==> src/rtl/muldiv_unit.sv <==
// Iterative RV32M multiply/divide unit: shift-add multiplier and restoring
// divider, one bit per cycle, fixed XLEN+2 cycle latency from accept to done.
module muldiv_unit #(
  parameter int XLEN = 32
) (
  input  logic            clk,
  input  logic            rst_n,
  input  logic            start,
  input  logic [3:0]      op,
  input  logic [XLEN-1:0] a,
  input  logic [XLEN-1:0] b,
  input  logic            flush,
  output logic            busy,
  output logic            done,
  output logic [XLEN-1:0] result
);
  localparam int CW = $clog2(XLEN);

  typedef enum logic [1:0] {IDLE, CALC, FIX, DONE} state_t;

  state_t            state_q, state_d;
  logic [2:0]        op_q, op_d;
  logic              sa_q, sa_d, sb_q, sb_d, ovf_q, ovf_d;
  logic [XLEN-1:0]   a_q, a_d, dvs_q, dvs_d, result_q, result_d;
  logic [2*XLEN-1:0] acc_q, acc_d;
  logic [CW-1:0]     cnt_q, cnt_d;

  logic              sgn_a, sgn_b, a_neg, b_neg, ge;
  logic [XLEN-1:0]   a_mag, b_mag, quo, rem, fix_val;
  logic [XLEN:0]     sum, rem_sh, diff;
  logic [2*XLEN-1:0] prod, step;

  always_comb begin
    // Operand signedness: divide ops are signed when op[0]=0; MULH/MULHSU sign a, only MULH signs b
    sgn_a = op[2] ? ~op[0] : op[0];
    sgn_b = op[2] ? ~op[0] : (op[1:0] == 2'b01);
    a_neg = sgn_a & a[XLEN-1];
    b_neg = sgn_b & b[XLEN-1];
    a_mag = a_neg ? -a : a;
    b_mag = b_neg ? -b : b;

    // acc holds {high, multiplier} for multiply and {remainder, quotient} for divide
    sum    = {1'b0, acc_q[2*XLEN-1:XLEN]} + (acc_q[0] ? {1'b0, dvs_q} : '0);
    rem_sh = acc_q[2*XLEN-1:XLEN-1];
    ge     = rem_sh >= {1'b0, dvs_q};
    diff   = rem_sh - {1'b0, dvs_q};
    if (!op_q[2])
      step = {sum, acc_q[XLEN-1:1]};
    else if (ge)
      step = {diff[XLEN-1:0], acc_q[XLEN-2:0], 1'b1};
    else
      step = {rem_sh[XLEN-1:0], acc_q[XLEN-2:0], 1'b0};

    prod = (sa_q ^ sb_q) ? -acc_q : acc_q;
    quo  = (sa_q ^ sb_q) ? -acc_q[XLEN-1:0] : acc_q[XLEN-1:0];
    rem  = sa_q ? -acc_q[2*XLEN-1:XLEN] : acc_q[2*XLEN-1:XLEN];
    if (!op_q[2])
      fix_val = (op_q[1:0] == 2'b00) ? prod[XLEN-1:0] : prod[2*XLEN-1:XLEN];
    else if (dvs_q == '0)
      fix_val = op_q[1] ? a_q : '1;
    else if (ovf_q)
      fix_val = op_q[1] ? '0 : {1'b1, {(XLEN-1){1'b0}}};
    else
      fix_val = op_q[1] ? rem : quo;
  end

  always_comb begin
    state_d  = state_q;
    op_d     = op_q;
    sa_d     = sa_q;
    sb_d     = sb_q;
    ovf_d    = ovf_q;
    a_d      = a_q;
    dvs_d    = dvs_q;
    acc_d    = acc_q;
    cnt_d    = cnt_q;
    result_d = result_q;
    case (state_q)
      IDLE: if (start && op[3] && !flush) begin
        op_d    = op[2:0];
        sa_d    = a_neg;
        sb_d    = b_neg;
        a_d     = a;
        ovf_d   = op[2] && !op[0] && (a == {1'b1, {(XLEN-1){1'b0}}}) && (&b);
        acc_d   = op[2] ? {{XLEN{1'b0}}, a_mag} : {{XLEN{1'b0}}, b_mag};
        dvs_d   = op[2] ? b_mag : a_mag;
        cnt_d   = '0;
        state_d = CALC;
      end
      CALC: if (flush) state_d = IDLE;
      else begin
        acc_d = step;
        cnt_d = cnt_q + 1'b1;
        if (cnt_q == CW'(XLEN-1)) state_d = FIX;
      end
      FIX: if (flush) state_d = IDLE;
      else begin
        result_d = fix_val;
        state_d  = DONE;
      end
      default: state_d = IDLE;
    endcase
  end

  always_ff @(posedge clk or negedge rst_n) begin
    if (!rst_n) begin
      state_q  <= IDLE;
      op_q     <= '0;
      sa_q     <= 1'b0;
      sb_q     <= 1'b0;
      ovf_q    <= 1'b0;
      a_q      <= '0;
      dvs_q    <= '0;
      acc_q    <= '0;
      cnt_q    <= '0;
      result_q <= '0;
    end else begin
      state_q  <= state_d;
      op_q     <= op_d;
      sa_q     <= sa_d;
      sb_q     <= sb_d;
      ovf_q    <= ovf_d;
      a_q      <= a_d;
      dvs_q    <= dvs_d;
      acc_q    <= acc_d;
      cnt_q    <= cnt_d;
      result_q <= result_d;
    end
  end

  assign busy   = (state_q == CALC) || (state_q == FIX);
  assign done   = (state_q == DONE);
  assign result = result_q;
endmodule
==> config.mk <==
export PLATFORM = sky130hd
export DESIGN_NAME = muldiv_unit
export DESIGN_NICKNAME = d
export VERILOG_FILES = /design/src/rtl/muldiv_unit.sv
export SDC_FILE = /design/constraint.sdc
export NUM_CORES = 1
export LEC_CHECK = 0
export BUFFER_PORTS_ARGS = -buffer_cell sky130_fd_sc_hd__buf_2
export CAP_MARGIN = 10
export CORE_AREA = 2 2 177 162
export DETAILED_ROUTE_END_ITERATION = 8
export DIE_AREA = 0 0 179 164
export PLACE_DENSITY = 0.78
export SLEW_MARGIN = 30
export SYNTH_ARGS = -nofsm -noshare
export SYNTH_HDL_FRONTEND = slang
export SYNTH_SLANG_ARGS = --single-unit
export TNS_END_PERCENT = 100
==> constraint.sdc <==
create_clock -name clk -period 4.69 [get_ports clk]
set_clock_uncertainty 0.15 [all_clocks]
set_input_delay 0.7035 -clock clk [delete_from_list [all_inputs] [get_ports clk]]
set_output_delay 0.7035 -clock clk [all_outputs]
set_load 0.02 [all_outputs]
* After elaboration in Yosys (flattened, before gate mapping)
Index checks and enable logic that the tools add are counted.
** Cells by class
- Add/sub/neg operators :: 8
- Magnitude comparators :: 1
- Equal/unequal tests :: 9
- Multiplexer cells :: 30
- Bitwise logic cells :: 5
- Reduce and logical (&&, ||, !) cells :: 17
** Operator list (count)
- 2-to-1 mux 32 bit :: 14
- 2-to-1 mux 64 bit :: 5
- negator 32 bit :: 4
- case mux 64 bit (2 select lines) :: 1
- negator 64 bit :: 1
- adder 32 x 32 -> 33 bit :: 1
- greater-or-equal comparator 33 x 32 -> 1 bit :: 1
- == test 32 bit (second input constant) :: 1
- zero test 32 bit :: 1
- AND reduction 32 bit :: 1
- subtractor 32 bit :: 1
- 2-to-1 mux 5 bit :: 2
- case mux 5 bit (2 select lines) :: 1
- 2-to-1 mux 2 bit :: 4
- case mux 2 bit (3 select lines) :: 1
- AND reduction 2 bit :: 3
- adder 5 x 1 -> 5 bit (second input constant) :: 1
- == test 5 bit (second input constant) :: 1
- logical AND 1 bit :: 5
- == test 2 x 1 -> 1 bit (second input constant) :: 2
- == test 2 bit (second input constant) :: 2
- zero test 2 bit :: 2
- inequality test 2 bit (second input constant) :: 2
- inequality test 3 bit (second input constant) :: 1
- other kinds (8) :: 12
** Storage, ports and cells
- Flip-flop bits (word level) :: 173
- Input port bits :: 72
- Output and inout bits :: 34
- Word-level logic and storage cells :: 80

* Depth between registers and ports, before layout
- Word-level depth :: 7
- Depth in mapped cells :: 15
- Mapped depth without buffers :: 14

* Worst setup path before layout
OpenSTA, ideal clock, no wires.
- Kind :: register to register
- From :: reg acc_q[0]
- To :: reg acc_q[55]
- Setup time :: 94 ps
- Data arrival time :: 3370 ps
- Data required time :: 4446 ps
- Path slack :: 1076 ps
- Stages on the path, launching flop included :: 15
- Buffers on the path :: 1
- Period minus slack after synthesis :: 3614 ps
- Cell sequence :: dfrtp_1 -> inv_1 -> clkbuf_1 -> nor2_1 -> ha_1 -> nor2b_1 -> o21a_1 -> o211a_1 -> o2111a_1 -> o41a_1 -> a2111oi_0 -> nor3_1 -> a31oi_1 -> xor2_1 -> a211oi_1
** Between the ends
- Cells in the longest elaborated chain, start to end :: 5
** RTL lines
- start, declared :: line 25 : logic [2*XLEN-1:0] acc_q, acc_d;
- start signal, assigned :: line 114 : acc_q <= '0;
- start signal, assigned :: line 125 : acc_q <= acc_d;
- 2-to-1 mux 32 bit :: line 43 : sum = {1'b0, acc_q[2*XLEN-1:XLEN]} + (acc_q[0] ? {1'b0, dvs_q} : '0);
- adder 32 x 32 -> 33 bit :: line 43
- 2-to-1 mux 64 bit :: line 47 : if (!op_q[2])
- 2-to-1 mux 64 bit :: line 90 : CALC: if (flush) state_d = IDLE;
- case mux 64 bit (2 select lines) :: line 78 : case (state_q)
Every way passes these cells. The select of a mux whose other input is x is not followed.
A chain may end at the register's enable or synchronous reset.

* Worst setup path after layout
Same ends and word-level chain as after synthesis.

==> impl_metrics.ini <==
[outcome]
status = complete, no violations

[critical_path]
crit_family = compound AO/OA/AOI/OAI gates
required_ps = 4900
path_cells = inv_1 > nor2_1 > ha_1 > nor2b_1 > o21a_1 > o211a_1 > o2111a_1 > o41a_1 > a2111oi_0 > nor3_1 > a31oi_1 > xor2_1 > a211oi_1
arrival_ps = 4440
critical_path.max_stage_delay_ps = 540
cp-start-kind = flip-flop
endpoint_kind = flip-flop
critPathKind = flip-flop to flip-flop
critical_path_buf_inv_count = 1
path_max_fanout = 18
cpMaxStageDelayCell = inv_1

[placed_design]
dpl_worst_slack_ps = 587.7
dp_cells = 2517
portBuffers = 105
hpwl_um = 48890
gp_congestion = 1.028

[die]
rows = 58
core_area_mm2 = 0.02750
start_util_pct = 59.27
die_h_um = 164
dieArea_mm2 = 0.02936
io_pins = 106
fp.dieW_um = 179

[timing]
max_freq_mhz = 236.7
grt_setup_unrepaired = false
slew_headroom_pct = 35.58
finalHoldViolCount = 0
tightest_slew_ps = 964.0
hold_slack_ps = 83.09
finalCritPeriodShare_pct = 90.07
worst_slack_ps = 465.7
setup_violations = 0
fin_tns_setup_ps = 0
min_period_ps = 4224
slew_violations = 0

[drt]
via_per_inst = 6.849
wl_per_cell_um = 25.18
drc = 0
via_count = 17460
drt-total-wl_um = 64190
drt_iter0_markers = 2888
ant_nets = 0
drtPass1Iterations = 6

[yosys]
ys.flop_type = dfrtp_1
synth_cell_types = 85
avgSynthCellArea_um2 = 7.596
synth_edf_count = 0
ys_ff_latch = 173
ys_seq_area_share_pct = 26.56
synth_area_leader_cell = dfrtp_1
synth_top_area_share_pct = 26.56
synth_nets = 2296
ys.warnings.count = 0
netlist_instances = 2146
syn-cell-area_mm2 = 0.01630
synthArstFlopShare_pct = 100.0
synth_area_leaders = dfrtp_1 27%, a21oi_1 6.4%, o21ai_0 6.2%, ha_1 5.8%, xnor2_1 5.7%

[worst_hold_path]
hp-class = input port to asynchronous set/reset pin

[cts]
htree_num_levels = 4
cts_hold_buf = 0
cts_buffers = 17
clkTransAtPathRegs_ps = 90
post_cts_buffers = 0
root_buffer = clkbuf_16
cts.repair.resized = 0
worstSkewPairLatency_ps = 460
clock_path_buffers = 2
cts_tree = built
cts_sinks = 173

[cells_and_area]
drive_above_1_share_pct = 12.56
seqCellArea_mm2 = 0.004333
fill_cells = 2469
multi_input_area_mm2 = 0.01117
area_delta_synth_final_pct = 9.011
nets = 2326
n_antenna_cell = 0
final_cells = 2549

[power]
power_mw = 14.15
peakVddDrop_uv = 448.8
power_density_mw_per_mm2 = 796.4
p_leak_nw = 7.677

[global_route]
grt_max_degree = 108
grt-ovfl-total = 0
grt.total_usage_pct = 43.89
grt_pass1_vias = 15950
grt_pass1_wl_um = 96120
antenna_found_initial = 1

[run]
cap_violations = 0
cell families (layout without fill, tap and decap cells):
| kind of cell | count (synthesis) | after routing | share of synthesized area [%] |
|---|---|---|---|
| AOI/OAI and AO/OA | 694 | 694 | 26.19 |
| xor gates and xnor gates | 203 | 203 | 10.91 |
| adders and majority gates | 78 | 78 | 6.079 |
| buffers and inverters | 219 | 262 | 5.112 |
| DFF | 173 | 173 | 26.56 |
| muxes | 73 | 73 | 4.882 |
| and+or+nand+nor | 706 | 706 | 20.27 |
stage by stage:
| step | utilization [%] | instance area [um2] |
|---|---|---|
| 2_1_floorplan | - | 16300 |
| 3_3_place_gp | 62.43 | 17170 |
| 3_5_place_dp | 62.43 | 17170 |
| 4_1_cts | 64.59 | 17770 |
| 5_1_grt | 64.61 | 17770 |
| 6_report | 64.61 | 17770 |
cells in the mapped netlist (6+ instances only):
| cell type | n |
|---|---|
| nand2_1 | 228 |
| nor2_1 | 222 |
| a21oi_1 | 209 |
| o21ai_0 | 201 |
| dfrtp_1 | 173 |
| clkbuf_1 | 129 |
| xnor2_1 | 106 |
| xor2_1 | 97 |
| ha_1 | 76 |
| inv_1 | 70 |
| mux2_2 | 48 |
| nor3_1 | 48 |
| nand3_1 | 43 |
| o211ai_1 | 36 |
| a21o_1 | 31 |
| nor4_1 | 30 |
| o31ai_1 | 29 |
| mux2i_1 | 24 |
| nand2b_1 | 23 |
| a31oi_1 | 21 |
| a211oi_1 | 20 |
| nand4_1 | 20 |
| or4_1 | 20 |
| o22ai_1 | 17 |
| or3_1 | 14 |
| o21a_1 | 13 |
| o41ai_1 | 13 |
| o21ai_1 | 12 |
| and3_1 | 11 |
| buf_1 | 11 |
| nor2b_1 | 8 |
| a221oi_1 | 7 |
| a22o_1 | 7 |
| a22oi_1 | 7 |
| and2_1 | 7 |
| o221ai_1 | 7 |
| a211o_1 | 6 |
| a221o_1 | 6 |
| buf_2 | 6 |
| or2_2 | 6 |
final timing paths:
| path | startpoint | endpoint | slack [ps] | cells past startpoint |
|---|---|---|---|---|
| hold / removal | rst_n | acc_q[57] | 80 | 1 |
| setup reg to reg | acc_q[0] | acc_q[55] | 470 | 13 |
| setup / recovery | acc_q[0] | acc_q[55] | 470 | 13 |
| max in group asynchronous | rst_n | dvs_q[2] | 3200 | 2 |
| min in group clk | result[5] | result[5] | 330 | 2 |
| hold reg to reg | result[5] | result[5] | 330 | 2 |
placed cells by master, fill, tap and decap left out, drive strengths merged, types with 31 or more instances in the layout:
cell type,synthesis,final
xor2,97,97
nor2,222,222
mux2,49,49
dfrtp,173,173
a21oi,209,209
nor4,33,33
xnor2,106,106
inv,71,79
nand3,43,43
o211ai,36,36
a21o,31,31
buf,18,158
ha,76,76
nor3,48,48
o21ai,213,213
nand2,229,229
sequential cells by signal (all words and copies together), names as in the netlist:
signal	cells
ovf_q	1
cnt_q	5
acc_q	64
a_q	32
result	32
sa_q	1
op_q	3
dvs_q	32
sb_q	1
state_q	2
metal layers:
layer	up-vias	track usage, %	wire, um
li1	7817	-	-
met1	8222	59.36	25720
met2	1182	64.32	26860
met3	237	11.18	7558
met4	0	23.17	4050
met5	-	0	0
final cells by class:
type / count / area share [%]
Clock inverter: 15 / 0.9576
Tap cell: 360 / 2.535
Sequential cell: 173 / 24.38
Inverter: 72 / 1.521
Multi-Input combinational cell: 1754 / 62.89
Clock buffer: 17 / 2.394
Timing Repair Buffer: 158 / 5.323
where the power goes:
part | switching, mW | leakage, nW | total (mW) | internal [mW]
logic | 5.92 | 5.26 | 9.39 | 3.47
registers | 1.12 | 2.14 | 3.26 | 2.15
clock network | 0.776 | 0.281 | 1.50 | 0.720
Note: power is estimated with default switching activity, not from simulation.
